--- config.mk ---
export PLATFORM = sky130hd
export DESIGN_NAME = ddr_dram_responder
export DESIGN_NICKNAME = d
export VERILOG_FILES = /design/src/rtl/ddr_dram_responder.sv
export SDC_FILE = /design/constraint.sdc
export NUM_CORES = 1
export LEC_CHECK = 0
export CAP_MARGIN = 20
export CORE_ASPECT_RATIO = 0.75
export CORE_MARGIN = 2
export CORE_UTILIZATION = 30
export DETAILED_ROUTE_END_ITERATION = 8
export GPL_TIMING_DRIVEN = 1
export HOLD_SLACK_MARGIN = 0.02
export SETUP_SLACK_MARGIN = 0.05
export SKIP_LAST_GASP = 1
export SLEW_MARGIN = 20
export SYNTH_ARGS = -nofsm -noshare
export SYNTH_HDL_FRONTEND = slang
export SYNTH_SLANG_ARGS = --single-unit
--- constraint.sdc ---
create_clock -name clock_t -period 2.7 [get_ports clock_t]
set_input_delay 0.27 -clock clock_t [delete_from_list [all_inputs] [get_ports clock_t]]
set_output_delay 0.27 -clock clock_t [all_outputs]
set_load 0.01 [all_outputs]
--- src/rtl/ddr_dram_responder.sv ---
`default_nettype none
// ============================================================================
// Module      : ddr_dram_responder
// Description : DRAM-side DDR4 command responder. It decodes MRS/REF/ACT/RD/
//               WR/PRE commands and tracks per-bank open state and MR0. It
//               enforces tMOD, tRFC, tRCD, tRP and burst spacing, returns read
//               bursts after CAS latency, and latches the first protocol
//               violation in a sticky error register.
// Revision    : 1.0 - initial release
// ============================================================================
module ddr_dram_responder #(
    parameter int T_MOD     = 24,
    parameter int T_RFC     = 260,
    parameter int T_RCD     = 16,
    parameter int T_RP      = 16,
    parameter int CL        = 17,
    parameter int MRS_WIDTH = 14
) (
    input  logic                 clock_t,
    input  logic                 reset,
    input  logic                 cmd_valid,
    input  logic [2:0]           cmd,
    input  logic [1:0]           bank,
    input  logic [MRS_WIDTH-1:0] addr,
    output logic                 busy,
    output logic                 mrs_done,
    output logic                 ref_done,
    output logic [3:0]           bank_open,
    output logic [MRS_WIDTH-1:0] mr0_q,
    output logic                 rd_valid,
    output logic [15:0]          rd_data,
    output logic                 err,
    output logic [3:0]           err_code
);

    // Wait counter must hold the longer of tMOD / tRFC.
    localparam int c_wait_max = (T_RFC > T_MOD) ? T_RFC : T_MOD;
    localparam int c_wait_w   = $clog2(c_wait_max + 1);
    localparam int c_bank_max = (T_RCD > T_RP) ? T_RCD : T_RP;
    localparam int c_bank_w   = $clog2(c_bank_max + 1);
    // Read requests travel CL-1 stages before the burst generator picks them up.
    localparam int c_depth    = CL - 1;

    localparam logic [c_wait_w-1:0] c_mod_n = c_wait_w'(T_MOD);
    localparam logic [c_wait_w-1:0] c_rfc_n = c_wait_w'(T_RFC);
    localparam logic [c_bank_w-1:0] c_rcd_n = c_bank_w'(T_RCD);
    localparam logic [c_bank_w-1:0] c_rp_n  = c_bank_w'(T_RP);

    localparam logic [2:0] c_cmd_mrs = 3'd1;
    localparam logic [2:0] c_cmd_ref = 3'd2;
    localparam logic [2:0] c_cmd_act = 3'd3;
    localparam logic [2:0] c_cmd_rd  = 3'd4;
    localparam logic [2:0] c_cmd_wr  = 3'd5;
    localparam logic [2:0] c_cmd_pre = 3'd6;

    localparam logic [3:0] c_err_busy        = 4'd1;
    localparam logic [3:0] c_err_act_open    = 4'd2;
    localparam logic [3:0] c_err_bank_closed = 4'd3;
    localparam logic [3:0] c_err_trcd        = 4'd4;
    localparam logic [3:0] c_err_trp         = 4'd5;
    localparam logic [3:0] c_err_bank_open   = 4'd6;
    localparam logic [3:0] c_err_tccd        = 4'd7;
    localparam logic [3:0] c_err_illegal     = 4'd8;

    typedef enum logic [1:0] {
        READY    = 2'd0,
        MOD_WAIT = 2'd1,
        RFC_WAIT = 2'd2
    } state_t;

    state_t                r_state;
    state_t                w_state_nxt;
    logic [c_wait_w-1:0]   r_wait_cnt;

    logic [3:0]            r_bank_open;
    // One counter per bank: while open it counts since ACT, while closed since
    // PRE (or reset), so it serves both the tRCD and the tRP check.
    logic [c_bank_w-1:0]   r_bank_cnt [4];
    logic [3:0]            r_ccd_cnt;
    logic [3:0]            r_ccd_need;
    logic [MRS_WIDTH-1:0]  r_mr0;
    logic                  r_err;
    logic [3:0]            r_err_code;

    logic [c_depth-1:0]    r_pipe_vld;
    logic [c_depth-1:0]    r_pipe_bc4;
    logic [1:0]            r_pipe_bank [c_depth];
    logic [7:0]            r_pipe_col  [c_depth];

    logic [2:0]            r_left;
    logic [1:0]            r_gen_bank;
    logic [7:0]            r_gen_col;
    logic                  r_rd_valid;
    logic [15:0]           r_rd_data;

    logic                  w_cmd_vld;
    logic                  w_accept;
    logic [3:0]            w_code;
    logic                  w_bc4;
    logic                  w_rdwr_acc;
    logic                  w_rd_acc;

    assign w_cmd_vld  = cmd_valid && (cmd != 3'd0);
    assign w_bc4      = (r_mr0[1:0] == 2'b10);
    assign w_rdwr_acc = w_accept && ((cmd == c_cmd_rd) || (cmd == c_cmd_wr));
    assign w_rd_acc   = w_accept && (cmd == c_cmd_rd);

    // Command legality check; each branch tests its rules in priority order.
    always_comb begin
        w_accept = 1'b0;
        w_code   = 4'd0;
        if (w_cmd_vld) begin
            if (r_state != READY) begin
                w_code = c_err_busy;
            end else begin
                case (cmd)
                    c_cmd_mrs, c_cmd_ref: begin
                        if (|r_bank_open) w_code   = c_err_bank_open;
                        else              w_accept = 1'b1;
                    end
                    c_cmd_act: begin
                        if (r_bank_open[bank])              w_code   = c_err_act_open;
                        else if (r_bank_cnt[bank] < c_rp_n) w_code   = c_err_trp;
                        else                                w_accept = 1'b1;
                    end
                    c_cmd_rd, c_cmd_wr: begin
                        if (!r_bank_open[bank])              w_code   = c_err_bank_closed;
                        else if (r_bank_cnt[bank] < c_rcd_n) w_code   = c_err_trcd;
                        else if (r_ccd_cnt < r_ccd_need)     w_code   = c_err_tccd;
                        else                                 w_accept = 1'b1;
                    end
                    c_cmd_pre: w_accept = 1'b1;
                    default:   w_code   = c_err_illegal;
                endcase
            end
        end
    end

    // State register.
    always_ff @(posedge clock_t) begin
        if (reset) r_state <= READY;
        else       r_state <= w_state_nxt;
    end

    // Next-state and wait-phase status outputs.
    always_comb begin
        w_state_nxt = r_state;
        busy        = 1'b0;
        mrs_done    = 1'b0;
        ref_done    = 1'b0;
        case (r_state)
            READY: begin
                if (w_accept && (cmd == c_cmd_mrs))      w_state_nxt = MOD_WAIT;
                else if (w_accept && (cmd == c_cmd_ref)) w_state_nxt = RFC_WAIT;
            end
            MOD_WAIT: begin
                busy = 1'b1;
                if (r_wait_cnt == c_mod_n) begin
                    mrs_done    = 1'b1;
                    w_state_nxt = READY;
                end
            end
            RFC_WAIT: begin
                busy = 1'b1;
                if (r_wait_cnt == c_rfc_n) begin
                    ref_done    = 1'b1;
                    w_state_nxt = READY;
                end
            end
            default: w_state_nxt = READY;
        endcase
    end

    // Wait counter: held at 1 while ready so the first wait cycle reads as 1.
    always_ff @(posedge clock_t) begin
        if (reset)                r_wait_cnt <= c_wait_w'(1);
        else if (r_state == READY) r_wait_cnt <= c_wait_w'(1);
        else                      r_wait_cnt <= r_wait_cnt + 1'b1;
    end

    // Per-bank open flags and saturating ACT/PRE timers.
    always_ff @(posedge clock_t) begin
        if (reset) begin
            r_bank_open <= 4'b0;
            for (int i = 0; i < 4; i++) r_bank_cnt[i] <= '1;
        end else begin
            for (int i = 0; i < 4; i++) begin
                if (r_bank_cnt[i] != '1) r_bank_cnt[i] <= r_bank_cnt[i] + 1'b1;
            end
            if (w_accept && (cmd == c_cmd_act)) begin
                r_bank_open[bank] <= 1'b1;
                r_bank_cnt[bank]  <= c_bank_w'(1);
            end
            if (w_accept && (cmd == c_cmd_pre)) begin
                for (int i = 0; i < 4; i++) begin
                    if (addr[10] || (bank == 2'(i))) begin
                        r_bank_open[i] <= 1'b0;
                        r_bank_cnt[i]  <= c_bank_w'(1);
                    end
                end
            end
        end
    end

    // Column-command spacing: remembers the burst length of the last RD/WR.
    always_ff @(posedge clock_t) begin
        if (reset) begin
            r_ccd_cnt  <= 4'hF;
            r_ccd_need <= 4'd8;
        end else if (w_rdwr_acc) begin
            r_ccd_cnt  <= 4'd1;
            r_ccd_need <= w_bc4 ? 4'd4 : 4'd8;
        end else if (r_ccd_cnt != 4'hF) begin
            r_ccd_cnt  <= r_ccd_cnt + 4'd1;
        end
    end

    // MR0 shadow and first-violation capture.
    always_ff @(posedge clock_t) begin
        if (reset) begin
            r_mr0      <= '0;
            r_err      <= 1'b0;
            r_err_code <= 4'd0;
        end else begin
            if (w_accept && (cmd == c_cmd_mrs)) r_mr0 <= addr;
            if (!r_err && (w_code != 4'd0)) begin
                r_err      <= 1'b1;
                r_err_code <= w_code;
            end
        end
    end

    // CAS-latency delay line for accepted reads; burst length is frozen here.
    always_ff @(posedge clock_t) begin
        if (reset) begin
            r_pipe_vld <= '0;
            r_pipe_bc4 <= '0;
            for (int i = 0; i < c_depth; i++) begin
                r_pipe_bank[i] <= 2'd0;
                r_pipe_col[i]  <= 8'd0;
            end
        end else begin
            for (int i = c_depth - 1; i > 0; i--) begin
                r_pipe_vld[i]  <= r_pipe_vld[i-1];
                r_pipe_bc4[i]  <= r_pipe_bc4[i-1];
                r_pipe_bank[i] <= r_pipe_bank[i-1];
                r_pipe_col[i]  <= r_pipe_col[i-1];
            end
            r_pipe_vld[0]  <= w_rd_acc;
            r_pipe_bc4[0]  <= w_bc4;
            r_pipe_bank[0] <= bank;
            r_pipe_col[0]  <= addr[7:0];
        end
    end

    // Burst generator; a new burst may start on the cycle after the last beat.
    always_ff @(posedge clock_t) begin
        if (reset) begin
            r_rd_valid <= 1'b0;
            r_rd_data  <= 16'd0;
            r_left     <= 3'd0;
            r_gen_bank <= 2'd0;
            r_gen_col  <= 8'd0;
        end else if (r_pipe_vld[c_depth-1]) begin
            r_rd_valid <= 1'b1;
            r_rd_data  <= {6'b0, r_pipe_bank[c_depth-1], r_pipe_col[c_depth-1]};
            r_gen_bank <= r_pipe_bank[c_depth-1];
            r_gen_col  <= r_pipe_col[c_depth-1] + 8'd1;
            r_left     <= r_pipe_bc4[c_depth-1] ? 3'd3 : 3'd7;
        end else if (r_left != 3'd0) begin
            r_rd_valid <= 1'b1;
            r_rd_data  <= {6'b0, r_gen_bank, r_gen_col};
            r_gen_col  <= r_gen_col + 8'd1;
            r_left     <= r_left - 3'd1;
        end else begin
            r_rd_valid <= 1'b0;
        end
    end

    assign bank_open = r_bank_open;
    assign mr0_q     = r_mr0;
    assign rd_valid  = r_rd_valid;
    assign rd_data   = r_rd_data;
    assign err       = r_err;
    assign err_code  = r_err_code;

endmodule
`default_nettype wire

# Word-level counts from Yosys, hierarchy flattened
# Memories as Yosys holds them, arrays and structs flattened.
# Index checks and enable logic that the tools add are counted.
dict set report totals {
  register_bits 98
  ramBits 180
  memories 3
}
# name words word_bits rd rd_clocked_by_memory_dff write_ports line_no
set memory_table {}
lappend memory_table {r_pipe_col 16 8 16 0 16 88} ;# logic [7:0] r_pipe_col [c_depth];
lappend memory_table {r_pipe_bank 16 2 16 0 16 87} ;# logic [1:0] r_pipe_bank [c_depth];
lappend memory_table {r_bank_cnt 4 5 5 0 5 78} ;# logic [c_bank_w-1:0] r_bank_cnt [4];
dict set report op_classes {
  addsub 9
  reduce_logical 30
  muxes 124
  order_cmp 4
  eq_ne 22
  n_bitwise 41
}
# op count
set op_table {}
lappend op_table {{8-bit two-way mux} 18}
lappend op_table {{1-bit two-way mux} 55}
lappend op_table {{2-bit two-way mux} 20}
lappend op_table {{5-bit two-way mux} 8}
lappend op_table {{1-bit OR} 40}
lappend op_table {{4-bit two-way mux} 7}
lappend op_table {{3-bit two-way mux} 9}
lappend op_table {{5-bit by 1-bit adder with 5-bit output, second input constant} 4}
lappend op_table {{10-bit two-way mux} 2}
lappend op_table {{5-bit != test, second input constant} 4}
lappend op_table {{8-bit by 1-bit adder with 8-bit output, second input constant} 2}
lappend op_table {{4-bit one-hot mux with 4 select lines} 1}
lappend op_table {{2-bit OR reduction} 5}
lappend op_table {{9-bit by 1-bit adder with 9-bit output, second input constant} 1}
lappend op_table {{3-bit == test, second input constant} 3}
lappend op_table {{9-bit by 5-bit == test with 1-bit output, second input constant} 1}
lappend op_table {{9-bit == test, second input constant} 1}
lappend op_table {{1-bit logical AND} 9}
lappend op_table {{2-bit == test, second input constant} 4}
lappend op_table {{3-bit by 2-bit == test with 1-bit output, second input constant} 2}
lappend op_table {{2-bit one-hot mux with 3 select lines} 1}
lappend op_table {{2-bit nonzero test} 3}
lappend op_table {{3-bit nonzero test} 2}
lappend op_table {{1-bit logical OR} 5}
lappend op_table {{20 further kinds} 23}

# Logic depth before layout (Yosys ltp)
dict set report logic_depth {
  ltp_word 12
  depth_mapped 9
}

# Worst setup path before layout
# Ideal clock, no wire load.
dict set report synth_path {
  path_kind {flip-flop to flip-flop}
  startpoint {register r_bank_open[0], in the netlist bank_open[0]}
  endpoint {memory r_bank_cnt[1][2] (netlist name)}
  slack_ps 714
  path_buffers 1
  synth_period_minus_slack_ps 1986
  required_ps 2585
  path_stages_with_launch 8
  arrival_time_ps 1871
  setup_ps 115
  path_cell_list {dfxtp_1 -> or4_1 -> clkbuf_1 -> a21oi_1 -> o21ai_1 -> a211oi_2 -> nand2_2 -> a31o_1}
}
# item line_no
set synth_lines {}
lappend synth_lines {{from (decl)} 75} ;# logic [3:0] r_bank_open;
lappend synth_lines {{from (signal assigned)} 184} ;# r_bank_open <= 4'b0;
lappend synth_lines {{from (signal, indexed assignment)} 191} ;# r_bank_open[bank] <= 1'b1;
lappend synth_lines {{from (signal, indexed assignment)} 197} ;# r_bank_open[i] <= 1'b0;
lappend synth_lines {{to (decl)} 78}

# Worst setup path in the final report
dict set report layout_path {
  startpoint {register r_wait_cnt[0]}
  endpoint {output port ref_done}
}
dict set report layout_via {
  elab_chain_len 3
}
# item line_no
set layout_rtl {}
lappend layout_rtl {{from (decl)} 73} ;# logic [c_wait_w-1:0] r_wait_cnt;
lappend layout_rtl {{from (signal assigned)} 176} ;# if (reset) r_wait_cnt <= c_wait_w'(1);
lappend layout_rtl {{from (signal assigned)} 177} ;# else if (r_state == READY) r_wait_cnt <= c_wait_w'(1);
lappend layout_rtl {{from (signal assigned)} 178} ;# else r_wait_cnt <= r_wait_cnt + 1'b1;
lappend layout_rtl {{9-bit == test} 165} ;# if (r_wait_cnt == c_rfc_n) begin
lappend layout_rtl {{1-bit two-way mux} 165}
lappend layout_rtl {{1-bit two-way mux} 151} ;# case (r_state)
lappend layout_rtl {{to (decl)} 27} ;# output logic ref_done,
# No other way between the ends.

==> flow_metrics.env <==
export IMPL_clock_skew_ps=8.69
export IMPL_grt_overflow=0
export IMPL_avgSynthCellArea_um2=10.2
export IMPL_wl_um=15200
export IMPL_die_h_um=158
export IMPL_syn_instance_count=926
export IMPL_fin_crit_ps=2460
export IMPL_post_route_period_util_pct=91.0
export IMPL_drt_first_pass_iters=4
export IMPL_worst_pin_slew_ps=945
export IMPL_setup_tns_ps=0
export IMPL_maxSlewHeadroom_pct=37.0
export IMPL_final_common_cell="dfxtp_1"
export IMPL_worstPathMaxFanout=6
export IMPL_hp_start="reset"
export IMPL_fp_dieW_um=209
export IMPL_synth_edff_count=0
export IMPL_hold_ws_ps=113
export IMPL_worst_setup_path_start_kind="flop"
export IMPL_placementRows=56
export IMPL_p_leak_nw=4.31
export IMPL_final_cell_mix="dfxtp_1 (276), nor2b_1 (193), nor2_1 (64)"
export IMPL_yosysSeqAreaShare_pct=58.3
export IMPL_layout_nets=1024
export IMPL_wl_met2_um=6100
export IMPL_ios=65
export IMPL_regToRegStartpoint="bank_open[0]"
export IMPL_status="finished, final reports clean"
export IMPL_power_density_mw_per_mm2=865
export IMPL_drc=0
export IMPL_dp_hpwl_um=9350
export IMPL_htree_levels=1
export IMPL_grt_pass1_wl_um=25200
export IMPL_coreArea_mm2=0.0312
export IMPL_vias=5935
export IMPL_finalSetupViolations=0
export IMPL_drv_slew=0
export IMPL_clockRootBuffer="clkbuf_16"
export IMPL_yosysWarnings=0
export IMPL_clk_insertion_delay_late_ps=520
export IMPL_cp_required_ps=2430
export IMPL_finalHoldViolations=0
export IMPL_synth_area_mm2=0.00948
export IMPL_r2r_cells=6
export IMPL_grt_pass1_vias=5236
export IMPL_drtIter0Drc=243
export IMPL_syn2layout_area_growth_pct=20.1
export IMPL_highest_layer="met5"
export IMPL_ctsResizeCount=0
export IMPL_die_area_mm2=0.0330
export IMPL_grt_total_usage_pct=9.00
export IMPL_clockBufferDepth=3
export IMPL_ys_ff_latch=276
export IMPL_antenna_found_initial=1
export IMPL_wl_met1_um=7860
export IMPL_max_cap_violations=0
export IMPL_grt_max_degree=117
export IMPL_gp_congestion=0.804
export IMPL_hold_depth=2
export IMPL_numCtsBuffers=25
export IMPL_crit_path_end_kind="output port"
export IMPL_viasPerCell=4.22
export IMPL_clock_sinks=276
export IMPL_path_clk_slew_ps=70
export IMPL_power_total_w=0.00985
export IMPL_post_cts_repair_setup_buffers=0
export IMPL_arrival_ps=2190
export IMPL_synth_main_ff_cell="dfxtp_1"
export IMPL_wl_met3_um=867
export IMPL_yosysUniqueCellTypes=56
export IMPL_routedWlPerCell_um=10.8
export IMPL_ant_nets=0
export IMPL_cts_tree="done"
export IMPL_r2r_slack_ps=470
export IMPL_ctsHoldBuffers=0
export IMPL_path_class="reg -> out"
export IMPL_hold_path_endpoint="err_code[3]"
export IMPL_portBuffers=58
export IMPL_start_util_pct=30.4
export IMPL_worstHoldPathType="in -> reg"
export IMPL_n_antenna_cell=0
export IMPL_clock_fmax_ghz=0.407
export IMPL_rsz0062_at_grt="no"
export IMPL_peakVddDrop_v=0.000397
export IMPL_async_flop_share_pct=0
export IMPL_timing_rr_end="r_bank_cnt[1][2]"
export IMPL_drive_above_1_share_pct=7.59
-- through the flow --
stage               instances  area (µm²)  util (%)  worst slack [ps]
finish                   1407       11400      36.5               242
floorplan                 931        9500         -               714
global route             1407       11400      36.5              61.9
global placement         1363       10500      33.8               212
detailed placement       1363       10500      33.8               190
CTS                      1407       11400      36.5              80.2
-- kinds of logic after synthesis --
logic type | count (synthesis) | share of synthesized area (%)
muxes | 29 | 3.38
buffers and inverters | 74 | 3.26
and+or+nand+nor | 388 | 22.6
DFF | 276 | 58.3
AOI/OAI and AO/OA | 106 | 6.93
adders and majority gates | 18 | 2.38
xor gates and xnor gates | 34 | 3.14
other | 1 | 0.0396
-- where the power goes --
group	switching (W)	total (W)	internal [W]
sequential	0.000185	0.00451	0.00432
combinational	0.000868	0.00172	0.000848
clock	0.00149	0.00363	0.00213
total	0.00255	0.00985	0.00731
-- area by class of cell --
class                      instances  area (µm²)
multi-input combinational        581        3670
sequential                       276        5530
inverter                          21        78.8
fill                            3089       19800
timing repair buffer              79         752
tap                              406         508
clock buffer                      34         709
clock inverter                    10         140
-- worst max path at each step --
stage                        startpoint                to  slack, ps  cells past startpoint
final                     r_wait_cnt[0]          ref_done        240                      6
after detailed placement        bank[0]       err_code[0]        190                      7
after CTS                 r_wait_cnt[0]          ref_done         80                      6
after global routing      r_wait_cnt[0]          ref_done         60                      6
after global placement          bank[0]       err_code[0]        210                      7
after floorplan            bank_open[0]  r_bank_cnt[1][2]        710                      7
-- cell usage after synthesis, types with 4 or more instances --
cell type	instances	share of area, %
o21ai_0	10	0.53
nand2b_1	8	0.53
a21oi_1	47	2.5
buf_2	7	0.37
nand4_1	6	0.40
buf_1	4	0.16
nor2_1	64	2.5
a211oi_1	7	0.55
a31oi_1	4	0.26
nor3_1	6	0.32
xor2_1	17	1.6
nor2b_1	193	13
clkbuf_1	36	1.4
o21ai_1	10	0.53
and3_1	8	0.53
nand2_1	55	2.2
a21o_1	5	0.40
nand3_1	23	1.2
xnor2_1	17	1.6
ha_1	18	2.4
nand3b_1	5	0.40
inv_1	20	0.79
mux2i_1	23	2.4
buf_4	6	0.48
dfxtp_1	276	58
-- flip-flops by register name, summed over array words and instances (netlist names) --
name and count:
bank_open 4, r_state 2, r_ccd_need 2, rd_valid 1, r_ccd_cnt 4, mr0_q 14
err_code 4, r_pipe_vld 16, err 1, r_gen_bank 2, r_pipe_col 128, r_wait_cnt 9
r_pipe_bc4 16, r_left 3, r_bank_cnt 20, r_gen_col 8, r_pipe_bank 32, rd_data 10
-- layer usage --
| layer | global-route usage [%] | vias up |
|---|---|---|
| li1 | - | 3127 |
| met1 | 12.8 | 2667 |
| met2 | 13.1 | 111 |
| met3 | 2.58 | 28 |
| met4 | 2.62 | 2 |
| met5 | 0 | - |
-- worst max-delay path, cell delays in order (launching register included) --
cell	delay [ps]
dfxtp_1	370
inv_1	80
ha_1	130
nor4b_2	230
nand4_1	190
nor2_1	130
clkdlybuf4s50_1	540
Note: power is estimated with default switching activity, not from simulation.
==> edit 1, RTL diff (config.mk and constraints unchanged) <==
Make the reset (`reset`) asynchronous in 7 clocked blocks.
--- a/src/rtl/ddr_dram_responder.sv
+++ b/src/rtl/ddr_dram_responder.sv
@@ -137,7 +137,7 @@
     end
 
     // State register.
-    always_ff @(posedge clock_t) begin
+    always_ff @(posedge clock_t or posedge reset) begin
         if (reset) r_state <= READY;
         else       r_state <= w_state_nxt;
     end
@@ -172,14 +172,14 @@
     end
 
     // Wait counter: held at 1 while ready so the first wait cycle reads as 1.
-    always_ff @(posedge clock_t) begin
+    always_ff @(posedge clock_t or posedge reset) begin
         if (reset)                r_wait_cnt <= c_wait_w'(1);
         else if (r_state == READY) r_wait_cnt <= c_wait_w'(1);
         else                      r_wait_cnt <= r_wait_cnt + 1'b1;
     end
 
     // Per-bank open flags and saturating ACT/PRE timers.
-    always_ff @(posedge clock_t) begin
+    always_ff @(posedge clock_t or posedge reset) begin
         if (reset) begin
             r_bank_open <= 4'b0;
             for (int i = 0; i < 4; i++) r_bank_cnt[i] <= '1;
@@ -203,7 +203,7 @@
     end
 
     // Column-command spacing: remembers the burst length of the last RD/WR.
-    always_ff @(posedge clock_t) begin
+    always_ff @(posedge clock_t or posedge reset) begin
         if (reset) begin
             r_ccd_cnt  <= 4'hF;
             r_ccd_need <= 4'd8;
@@ -216,7 +216,7 @@
     end
 
     // MR0 shadow and first-violation capture.
-    always_ff @(posedge clock_t) begin
+    always_ff @(posedge clock_t or posedge reset) begin
         if (reset) begin
             r_mr0      <= '0;
             r_err      <= 1'b0;
@@ -231,7 +231,7 @@
     end
 
     // CAS-latency delay line for accepted reads; burst length is frozen here.
-    always_ff @(posedge clock_t) begin
+    always_ff @(posedge clock_t or posedge reset) begin
         if (reset) begin
             r_pipe_vld <= '0;
             r_pipe_bc4 <= '0;
@@ -254,7 +254,7 @@
     end
 
     // Burst generator; a new burst may start on the cycle after the last beat.
-    always_ff @(posedge clock_t) begin
+    always_ff @(posedge clock_t or posedge reset) begin
         if (reset) begin
             r_rd_valid <= 1'b0;
             r_rd_data  <= 16'd0;
Check against the original RTL: differs if reset is asserted again (counterexample within 4 cycles, from zero or initial values and one cycle with reset high); with reset held inactive, the same outputs for 4 cycles.
==> edit 1 against the unedited design <==
Combinational power grew 36%. Design area shrank 0.56%. Setup slack lost 0.082 ns. Power grew 15%. Wire length shrank 11%. Sequential cell count is the same. Utilization grew 0.88 points. Area after synthesis shrank 2.0%. First-iteration DRC count shrank 31%. Critical path type unchanged. Largest cell class unchanged.
==> edit 1: results (changes against the unedited design) <==
- Max Used Layer: met4
- CP max-delay cell: or4b_4
- Met2 WL: 5683 um (-6.8%)
- Wl on met1: 6797 um (-14%)
- GRT Resource Usage Total: 8.685% (-0.31 points)
- P_leak: 4.934 nW (+14%)
- First-pass GRT wire length: 23380 um (-7.1%)
- Pre-CTS setup slack: 0.04908 ns (-0.1406 ns)
- Synth top cells by count: dfrtp_1 (250), nor2_1 (39), nand2_1 (30)
- Top FF cell, synth: dfrtp_1
- Area contributors post-synth: dfrtp_1 (67%), dfstp_2 (7.4%), xnor2_1 (2.0%)
- DIE AREA: 0.03239 sq mm (-2.0%)
- GP Congestion: 0.7881 (-2.0%)
- Post-synthesis mux area share: 5.174% (+1.8 points)
- Pin count of the biggest net entering global routing: 59 (-50%)
- Synth warnings: 0 (unchanged)
- Xor/xnor share of the synthesized area: 3.207% (+0.065 points)
- Dpl cells: 1078 (-21%)
- Non-clock buffers: 82 (+3.8%)
- Async SR Flop Fraction: 100.0% (+100 points)
- Area after DPL: 0.01049 sq mm (-0.39%)
- Initial DRC count: 167 (-31%)
- Clock buf/inv share: 7.263% (-0.20 points)
- Routed WL: 13490 um (-11%)
- Vias in the first global route: 4587 (-12%)
- Layout inverter count without the clock tree: 18 (-14%)
- Hold Crit Class: in -> async
- Critical path arrival: 2.27 ns (+0.08 ns)
- M3 GR Usage: 2.569% (-0.010 points)
- Sequential fraction of the synthesis area: 74.72% (+16 points)
- R2r setup slk: 0.40 ns (-0.07 ns)
- Clock buffers: 38 (+12%)
- Slew @ Worst Pin: 0.5480 ns (-0.3974 ns)
- Worst Skew: 0.01221 ns (+0.003527 ns)
- CP Max Fanout: 3 (-3)
- Number of multi-input logic gates: 304 (-48%)
- Initial antenna violation count: 0 (-1)
- Adder-Cell Fraction of Synth Area: 1.886% (-0.49 points)
- Status: finished, final reports clean
- Largest stage delay on the critical path: 0.46 ns (-0.08 ns)
- Nets: 744 (-27%)
- Multi-input gate area: 0.002173 sq mm (-41%)
- Flip-flop and latch count: 276 (unchanged)
- PostCTS Resize Cnt: 10 (+10)
- PwrDens: 998.4 mW/mm^2 (+15%)
- Syn Area/Cell: 15.08 sq um (+47%)
- CP top delay family: simple AND/OR/NAND/NOR gates
- VDD IR max: 489.0 uV (+23%)
- Fillers: 2861 (-7.4%)
- GRT met2 Usage: 12.43% (-0.68 points)
- HPWL after DPL: 8586 um (-8.2%)
- Seq/total area: 61.31% (+13 points)
- NonClk Buf Share: 7.185% (+0.58 points)
[edit 1: cell count changes after synthesis, sizes merged, moves of 18 or more]
cell	delta
dfxtp	-276
dfrtp	+250
nor2b	-186
a21oi	-30
clkbuf	-27
dfstp	+26
nand2	-26
nor2	-25
mux2	+18
[edit 1: worst paths after layout]
check / depth (start not counted) / to / from
min reg2reg: 0 / r_pipe_col[72]$_DFF_PP0_ / r_pipe_col[80]$_DFF_PP0_
max: 6 / mrs_done / r_wait_cnt[1]$_DFF_PP0_
max in group asynchronous: 3 / r_pipe_bc4[1]$_DFF_PP0_ / reset
min in group clock_t: 1 / r_pipe_col[123]$_DFF_PP0_ / addr[3]
max reg2reg: 8 / r_state[1]$_DFFE_PP0P_ / r_wait_cnt[1]$_DFF_PP0_
min: 2 / r_pipe_col[25]$_DFF_PP0_ / reset
[edit 1: where the power goes]
part           total, W  switching (W)  internal (W)
logic           0.00234        0.00108       0.00126
registers       0.00549       0.000458       0.00503
clock network   0.00347        0.00148       0.00199
total            0.0113        0.00302       0.00828
==> edit 2, RTL diff (same flow settings) <==
Without the edit above. The parameter `T_MOD` goes from 24 to 12.
--- a/src/rtl/ddr_dram_responder.sv
+++ b/src/rtl/ddr_dram_responder.sv
@@ -9,7 +9,7 @@
 // Revision    : 1.0 - initial release
 // ============================================================================
 module ddr_dram_responder #(
-    parameter int T_MOD     = 24,
+    parameter int T_MOD     = 12,
     parameter int T_RFC     = 260,
     parameter int T_RCD     = 16,
     parameter int T_RP      = 16,
Behaviour: same outputs for any inputs over 4 cycles, from zero or initial values and one cycle with reset high; that may be too few to reach the edited logic, so the function may still have changed.
==> edit 2 against the unedited design <==
Area after synthesis increased by 0.71%. Sequential cell count unchanged. Design area increased by 1.7%. Clock power increased by 12%. Combinational power decreased by 10%. Via count about the same. Wire length increased by 3.6%. Setup slack improved by 0.25 ns. Power increased by 2.3%.
==> edit 2: results (changes against the unedited design) <==
- Share of the synthesized area in the top cell type: 57.88% (-0.41 points)
- CTS buffer count: 27 (+8.0%)
- Area contributors post-synth: dfxtp_1 (58%), nor2b_1 (13%), mux2i_1 (3.9%)
- Synth warnings: 0 (unchanged)
- CP Max Fanout: 5 (-1)
- P_leak: 4.618 nW (+7.1%)
- Hold Crit Class: in -> reg
- Internal Power: 0.007586 W (+3.8%)
- Post-Synthesis Cells: 919 (-0.76%)
- 1st-pass router iterations: 5 (+1)
- GP Congestion: 0.8036 (about the same)
- Top FF cell, synth: dfxtp_1
- GRT Resource Usage Total: 9.481% (+0.49 points)
- Distinct cells, synth: 60 (+7.1%)
- H-Tree Depth: 1 (unchanged)
- Worst Skew: 0.01563 ns (+0.006941 ns)
- Largest regs: r_pipe_col (128), r_pipe_bank (32), r_bank_cnt (20)
- DR vias/cell: 4.242 (+0.58%)
- Vias in the first global route: 5401 (+3.2%)
- Non-filler instance count after layout: 1398 (-0.64%)
- Pin count of the biggest net entering global routing: 127 (+8.5%)
- Synth top cells by count: dfxtp_1 (276), nor2b_1 (199), nor2_1 (80)
- Share of layout cells above drive strength 1: 7.863% (+0.27 points)
- Async SR Flop Fraction: 0% (unchanged)
- Initial antenna violation count: 0 (-1)
- Routed WL: 15710 um (+3.6%)
- Fillers: 3049 (-1.3%)
- VDD IR max: 471.4 uV (+19%)
- Sequential fraction of the synthesis area: 57.88% (-0.41 points)
- Clock tree buffer depth: 3 (unchanged)
- Nets: 1014 (-0.98%)
- CTS clk-pin slew, worst paths: 0.07 ns (about the same)
- Critical path arrival: 2.63 ns (+0.44 ns)
- ANT cells: 0 (unchanged)
- Pre-CTS setup slack: 0.06640 ns (-0.1233 ns)
- First-pass GRT wire length: 26500 um (+5.3%)
- Initial DRC count: 270 (+11%)
- Slew HR: 47.07% (+10 points)
- Post-DRT Antenna Nets: 0 (unchanged)
- Port-buffer cells: 58 (unchanged)
- Skew-Pair Late Insertion Delay: 0.52 ns (about the same)
- HPWL after DPL: 9953 um (+6.4%)
- Status: finished, final reports clean
- Root Buffer: clkbuf_16
[edit 2: changes by cell type after synthesis, moves of 5 or more]
cell / change
nand2b_1: -5
nor2_1: +16
a21oi_1: -22
nand2_1: -26
nand3_1: -6
o21ai_0: +13
xor2_1: -5
mux2i_1: +14
nor2b_1: +6
[edit 2: logic make-up after synthesis]
group                      Yosys count  share of synthesized area (%)
xor gates and xnor gates            29                          2.661
other                                1                        0.03929
adders and majority gates           18                          2.359
and+or+nand+nor                    376                          21.69
DFF                                276                          57.88
muxes                               41                          4.588
buffers and inverters               75                          3.264
AOI/OAI and AO/OA                  103                          7.511
[edit 2: final timing paths]
kind / startpoint / slack [ns] / to / depth (start not counted)
setup / recovery: r_ccd_cnt[3]$_SDFFE_PP1P_ / 0.49 / err_code[2]$_SDFFE_PP0P_ / 6
hold / removal: reset / 0.18 / r_state[0]$_SDFFE_PP0P_ / 2
setup reg to reg: r_ccd_cnt[3]$_SDFFE_PP1P_ / 0.49 / err_code[2]$_SDFFE_PP0P_ / 6
hold reg to reg: r_pipe_bc4[15]$_SDFF_PP0_ / 0.42 / r_left[2]$_SDFFE_PP0P_ / 1
[edit 2: per-stage QoR]
step	cell area (sq um)	total power [W]
after global routing	11580	0.01063
after detailed placement	10570	0.006100
after floorplan	9564	0.005713
after global placement	10570	0.006057
final	11580	0.01008
after CTS	11560	0.01024
[edit 2: critical path, stage by stage, from the launching register on]
cell and delay (ns):
dfxtp_1 0.40, ha_1 0.26, a21oi_1 0.40, a21boi_0 0.25, o22ai_1 0.33, o21ai_1 0.19, a32o_1 0.28
[edit 2: routing by layer]
metal,global-route usage [%],wire length [um],vias to the layer above
met1,13.59,8296,2710
met2,14.30,6457,86
met4,2.263,275,0
met3,2.327,684,27
met5,0,0,-
li1,-,-,3108
[edit 2: power by group through the flow]
stage / Combinational, W / Clock [W] / Sequential [W]
global route: 0.00176 / 0.00438 / 0.00450
finish: 0.00154 / 0.00407 / 0.00447
global placement: 0.00151 / 0 / 0.00455
detailed placement: 0.00154 / 0 / 0.00456
floorplan: 0.00119 / 0 / 0.00452
CTS: 0.00155 / 0.00422 / 0.00447
[edit 2: timing repair]
item	CTS	global route
gates resized for setup	1	3
buffers inserted	0	0
setup endpoints to repair	2	2
hold buffers	0	0
[edit 2: area by class of cell]
cell class	count	area (sq um)	area share, %
Clock buffer	34	762.0	6.582
Timing Repair Buffer	73	726.9	6.280
Tap cell	406	508.0	4.388
Multi-Input combinational cell	573	3742	32.33
Inverter	23	86.33	0.7458
Clock inverter	13	225.2	1.946
Sequential cell	276	5525	47.73
